`config.mk`:
```
export PLATFORM = sky130hd
export DESIGN_NAME = fnd_scan_ctrl
export DESIGN_NICKNAME = d
export VERILOG_FILES = /design/src/rtl/fnd_pkg.sv /design/src/rtl/fnd_hex_decoder.sv /design/src/rtl/fnd_scan_ctrl.sv
export SDC_FILE = /design/constraint.sdc
export NUM_CORES = 1
export LEC_CHECK = 0
export ABC_CLOCK_PERIOD_IN_PS = 3850
export CAP_MARGIN = 0
export CORE_AREA = 2 2 84 86
export DETAILED_ROUTE_END_ITERATION = 10
export DIE_AREA = 0 0 86 88
export HOLD_SLACK_MARGIN = 0.12
export PLACE_DENSITY_LB_ADDON = 0.08
export SETUP_SLACK_MARGIN = 0.1
export SLEW_MARGIN = 20
export SYNTH_ARGS = -nofsm -noshare
export SYNTH_HDL_FRONTEND = slang
export SYNTH_SLANG_ARGS = --single-unit
export TNS_END_PERCENT = 1
```
`constraint.sdc`:
```
create_clock -name i_clk -period 3.85 [get_ports i_clk]
set_clock_uncertainty 0.2 [all_clocks]
set_input_delay 0.385 -clock i_clk [delete_from_list [all_inputs] [get_ports i_clk]]
set_output_delay 0.385 -clock i_clk [all_outputs]
set_load 0.05 [all_outputs]
```
`src/rtl/fnd_pkg.sv`:
```
// Shared definitions for the FND scan controller: FSM states, blanking
// constants and the active-low hex font.
package fnd_pkg;

    typedef enum logic {
        ST_BLANK = 1'b0,
        ST_DRIVE = 1'b1
    } state_e;

    localparam logic [7:0] FONT_BLANK = 8'hFF;
    localparam logic [3:0] DIGIT_OFF  = 4'hF;

    // Segment order {dp,g,f,e,d,c,b,a}, active-low, dp off
    localparam logic [7:0] FONT_TABLE [16] = '{
        8'hC0, 8'hF9, 8'hA4, 8'hB0, 8'h99, 8'h92, 8'h82, 8'hF8,
        8'h80, 8'h90, 8'h88, 8'h83, 8'hC6, 8'hA1, 8'h86, 8'h8E
    };

endpackage

```
`src/rtl/fnd_hex_decoder.sv`:
```
// Combinational hex-to-segment decoder; a lit decimal point pulls bit 7 low.
module fnd_hex_decoder
    import fnd_pkg::*;
(
    input  logic [3:0] i_nibble,
    input  logic       i_dp,
    output logic [7:0] o_font
);

    always_comb begin
        o_font    = FONT_TABLE[i_nibble];
        o_font[7] = FONT_TABLE[i_nibble][7] & ~i_dp;
    end

endmodule

```
`src/rtl/fnd_scan_ctrl.sv`:
```
// Four-digit common-anode FND scanner with per-slot blanking dead-time,
// frame-boundary data commit and leading-zero suppression.
module fnd_scan_ctrl
    import fnd_pkg::*;
#(
    parameter int CLK_HZ       = 100_000_000,
    parameter int SCAN_HZ      = 1000,
    parameter int BLANK_CYCLES = 1000
) (
    input  logic        i_clk,
    input  logic        i_rst,
    input  logic [15:0] i_value,
    input  logic [3:0]  i_dp,
    input  logic [3:0]  i_digit_en,
    input  logic        i_lz_en,
    input  logic        i_load,
    output logic [3:0]  o_fndDigit,
    output logic [7:0]  o_fndFont,
    output logic [1:0]  o_fndDigitCnt,
    output logic        o_frame_done
);

    localparam int DIGIT_CYCLES = CLK_HZ / SCAN_HZ;
    localparam int CW           = $clog2(DIGIT_CYCLES);
    localparam logic [CW-1:0] BLANK_LAST = CW'(BLANK_CYCLES - 1);
    localparam logic [CW-1:0] SLOT_LAST  = CW'(DIGIT_CYCLES - 1);

    state_e          state_q, state_d;
    logic [CW-1:0]   cnt_q, cnt_d;
    logic [1:0]      idx_q, idx_d;
    logic [15:0]     pend_val_q, pend_val_d;
    logic [3:0]      pend_dp_q, pend_dp_d;
    logic [15:0]     shd_val_q, shd_val_d;
    logic [3:0]      shd_dp_q, shd_dp_d;
    logic [3:0]      digit_q, digit_d;
    logic [7:0]      font_q, font_d;
    logic            frame_done_q, frame_done_d;

    logic            wrap;
    logic            hz;
    logic [3:0]      supp;
    logic [3:0]      sel_nibble;
    logic            sel_dp;
    logic [7:0]      dec_font;

    fnd_hex_decoder u_dec (
        .i_nibble (sel_nibble),
        .i_dp     (sel_dp),
        .o_font   (dec_font)
    );

    always_comb begin
        state_d      = state_q;
        cnt_d        = cnt_q + CW'(1);
        idx_d        = idx_q;
        wrap         = 1'b0;
        pend_val_d   = pend_val_q;
        pend_dp_d    = pend_dp_q;
        shd_val_d    = shd_val_q;
        shd_dp_d     = shd_dp_q;

        case (state_q)
            ST_BLANK: begin
                if (cnt_q == BLANK_LAST) begin
                    state_d = ST_DRIVE;
                end
            end
            ST_DRIVE: begin
                if (cnt_q == SLOT_LAST) begin
                    state_d = ST_BLANK;
                    cnt_d   = '0;
                    idx_d   = idx_q + 2'd1;
                    wrap    = (idx_q == 2'd3);
                end
            end
            default: begin
                state_d = ST_BLANK;
                cnt_d   = '0;
            end
        endcase

        if (i_load) begin
            pend_val_d = i_value;
            pend_dp_d  = i_dp;
        end

        // A load landing on the wrap edge goes straight into the shadow
        if (wrap) begin
            shd_val_d = pend_val_d;
            shd_dp_d  = pend_dp_d;
        end

        frame_done_d = wrap;
    end

    // Outputs are computed from next-state values so they line up with the FSM
    always_comb begin
        supp = '0;
        hz   = 1'b1;
        for (int k = 3; k >= 1; k--) begin
            hz      = hz & (shd_val_d[k*4 +: 4] == 4'h0);
            supp[k] = i_lz_en & hz & ~shd_dp_d[k];
        end

        sel_nibble = shd_val_d[{idx_d, 2'b00} +: 4];
        sel_dp     = shd_dp_d[idx_d];

        digit_d = DIGIT_OFF;
        font_d  = FONT_BLANK;
        if (state_d == ST_DRIVE && i_digit_en[idx_d] && !supp[idx_d]) begin
            digit_d = ~(4'b0001 << idx_d);
            font_d  = dec_font;
        end
    end

    always_ff @(posedge i_clk) begin
        if (i_rst) begin
            state_q      <= ST_BLANK;
            cnt_q        <= '0;
            idx_q        <= '0;
            pend_val_q   <= '0;
            pend_dp_q    <= '0;
            shd_val_q    <= '0;
            shd_dp_q     <= '0;
            digit_q      <= DIGIT_OFF;
            font_q       <= FONT_BLANK;
            frame_done_q <= 1'b0;
        end else begin
            state_q      <= state_d;
            cnt_q        <= cnt_d;
            idx_q        <= idx_d;
            pend_val_q   <= pend_val_d;
            pend_dp_q    <= pend_dp_d;
            shd_val_q    <= shd_val_d;
            shd_dp_q     <= shd_dp_d;
            digit_q      <= digit_d;
            font_q       <= font_d;
            frame_done_q <= frame_done_d;
        end
    end

    assign o_fndDigit    = digit_q;
    assign o_fndFont     = font_q;
    assign o_fndDigitCnt = idx_q;
    assign o_frame_done  = frame_done_q;

endmodule

```
==> impl_metrics.env <==
export IMPL_grt_pass1_vias=2752
export IMPL_die_x_um=86
export IMPL_cts_buffer_depth=2
export IMPL_diodes=0
export IMPL_ioPinCount=43
export IMPL_grt_pass1_wl_mm=13.06
export IMPL_synthTopCellsByCount="dfxtp_1 (73), nor2_1 (58), nand2_1 (31)"
export IMPL_vias_per_cell=5.550
export IMPL_placed_cells=511
export IMPL_status="completed"
export IMPL_htreeDepth=3
export IMPL_synth_most_common_cell="dfxtp_1"
export IMPL_leakage_nw=1.661
export IMPL_avgSynthCellArea_sq_um=9.216
export IMPL_max_cap_violations=0
export IMPL_cp_start_kind="flop"
export IMPL_finalSetupViolCount=0
export IMPL_synth_edff_count=0
export IMPL_area_growth_pct=20.40
export IMPL_fin_ws_ns=0.3076
export IMPL_worst_pin_slew_ns=0.6235
export IMPL_start_util=0.5465
export IMPL_place_congestion=0.8482
export IMPL_ys_warn_count=0
export IMPL_crit_arrival_ns=3.55
export IMPL_rows=30
export IMPL_ys_types=59
export IMPL_hold_path_class="reg2reg"
export IMPL_drv_slew=0
export IMPL_clock_fmax_mhz=282.3
export IMPL_cpMaxStageDelayCell="dfxtp_1"
export IMPL_cts_made_buffers=9
export IMPL_die_h_um=88
export IMPL_dr_pass1_iters=4
export IMPL_crit_fanout=12
export IMPL_grt_overflow=0
export IMPL_vdd_drop_max_v=0.0003416
export IMPL_drc_errors=0
export IMPL_r2r_start="o_fndDigitCnt[0]"
export IMPL_ys_async_sr_fraction=0
export IMPL_min_from="cnt_q[0]"
export IMPL_die_area_sq_um=7568
export IMPL_drive_gt1_frac=0.1432
export IMPL_synth_area_top_cells="dfxtp_1 (40%), mux2i_1 (7.7%), nor2_1 (6.0%)"
export IMPL_yosysSeqAreaShare=0.4025
export IMPL_wl_per_cell_um=15.15
export IMPL_postCtsSetupRepairBufs=0
export IMPL_pre_cts_slack_ns=0.1930
export IMPL_wl_mm=7.983
export IMPL_insertion_delay_ns=0.36
export IMPL_startpoint="o_fndDigitCnt[0]"
export IMPL_clk_pin_slew_ns=0.07
export IMPL_crit_type="reg2reg"
export IMPL_crit_path_end_kind="flop"
export IMPL_cts_tree="built"
export IMPL_core_region_area_sq_um=6644
export IMPL_cp_cell_sequence="ha_1 > and2_1 > nand2_1 > nor2_4 > mux2i_1 > mux2i_1 > mux2i_1 > inv_1 > ha_1 > and3_1 > o31ai_1 > o211ai_1"
export IMPL_clkSinkCount=73
export IMPL_hpwl_mm=5.900
export IMPL_slew_headroom=0.5831
export IMPL_crit_top_cell="mux2i_1"
export IMPL_required_ns=3.86
export IMPL_cts_hold_buf=0
export IMPL_synth_main_ff_cell="dfxtp_1"
export IMPL_fin_cells=527
export IMPL_max_stage_delay_ns=0.51
export IMPL_synth_seq_cells=73
export IMPL_port_buffer_count=42
export IMPL_hold_viol=0
export IMPL_syn_area_sq_um=3631
export IMPL_drt_iter0_drc=183
export IMPL_num_vias=2925
export IMPL_p_total_w=0.001489
export IMPL_synth_cells=394
export IMPL_root_buffer="clkbuf_8"
export IMPL_finalNetCount=477
export IMPL_fin_util=0.6580
export IMPL_ant_nets=0
export IMPL_min_period_over_period=0.9201
export IMPL_rsz0062_at_grt="true"
export IMPL_yosysTopAreaCellShare=0.4025
export IMPL_synthesis_nets=429
export IMPL_groute_usage_overall=0.2249
export IMPL_min_period_ns=3.542
export IMPL_synth_largest_area_cell="dfxtp_1"
export IMPL_power_density_nw_per_um2=340.6
export IMPL_grt_max_degree=45
export IMPL_antenna_found_initial=0
[worst paths after layout]
kind,end,slack (ns),cells after the start
worst max-delay path,o_fndFont[3],0.31,12
worst min-delay path,cnt_q[0],0.26,1
worst max register to register,o_fndFont[3],0.31,12
worst min register to register,cnt_q[0],0.26,1
[logic make-up (layout without fill, tap and decap cells)]
family	count (synthesis)	in the layout	synth area share
buffers and inverters	25	78	0.03239
AND/OR/NAND/NOR	165	165	0.2347
XOR/XNOR	25	25	0.06030
multiplexers	49	49	0.1482
flip-flops	73	73	0.4025
AO/OA/AOI/OAI	50	50	0.09787
adder cells (fa/ha/maj)	7	7	0.02412
[flip-flops by register name, indices dropped and copies added, names as in the netlist, 2 cells and up]
name / cells
shd_dp_q: 4
o_fndDigitCnt: 2
pend_dp_q: 4
o_fndDigit: 4
pend_val_q: 16
cnt_q: 17
o_fndFont: 8
shd_val_q: 16
[through the flow]
stage          instance area [sq um]  TNS [ns]  hold WS [ns]
4_1_cts                         4364         0        0.2593
3_5_place_dp                    4161         0        0.2428
6_report                        4372         0        0.2566
3_3_place_gp                    4161         0        0.2392
2_1_floorplan                   3631         0        0.2260
5_1_grt                         4372  -0.03367        0.2784
[placed cells by master (no fill, tap or decap), types with 13 or more instances in the layout]
| cell type | synthesis | final |
|---|---|---|
| clkdlybuf4s50_1 | 0 | 42 |
| dfxtp_1 | 73 | 73 |
| nand2_1 | 31 | 31 |
| nor2_1 | 58 | 58 |
| mux2_2 | 16 | 16 |
| nand3_1 | 19 | 19 |
| nor2b_1 | 13 | 13 |
| buf_4 | 2 | 14 |
| mux2i_1 | 28 | 27 |
| xor2_1 | 17 | 17 |
[report_power, final]
part / internal, W / switching [W]
combinational: 0.0000552 / 0.0000430
clock: 0.000318 / 0.000296
sequential: 0.000769 / 0.00000767
total: 0.00114 / 0.000347
[critical path: cells and delay by family (launching register included)]
kind,cells,cell delay (ns)
AO/OA/AOI/OAI,2,0.35
multiplexers,3,0.78
flip-flops,1,0.51
AND/OR/NAND/NOR,4,0.90
adder cells (fa/ha/maj),2,0.55
buffers and inverters,1,0.11
[routing by layer]
layer | wire [um] | global-route usage
met3 | 412 | 0.05184
met4 | 100 | 0.07648
met2 | 3679 | 0.3594
met5 | 0 | 0
met1 | 3791 | 0.3007
[what timing repair did]
action	in CTS	in global routing
endpoints found under the setup margin	0	6
hold endpoints to repair	0	0
gates resized for setup	0	2
[final cells by class]
type	instances	area (sq um)
fillers	572	2272
repair buffers	56	525.5
inverters	6	22.52
clock inverters	6	65.06
clock buffers	10	137.6
well taps	80	100.1
flip-flops and latches	73	1461
multi-input cells	296	2059
Power figures use the tool's default switching activity.
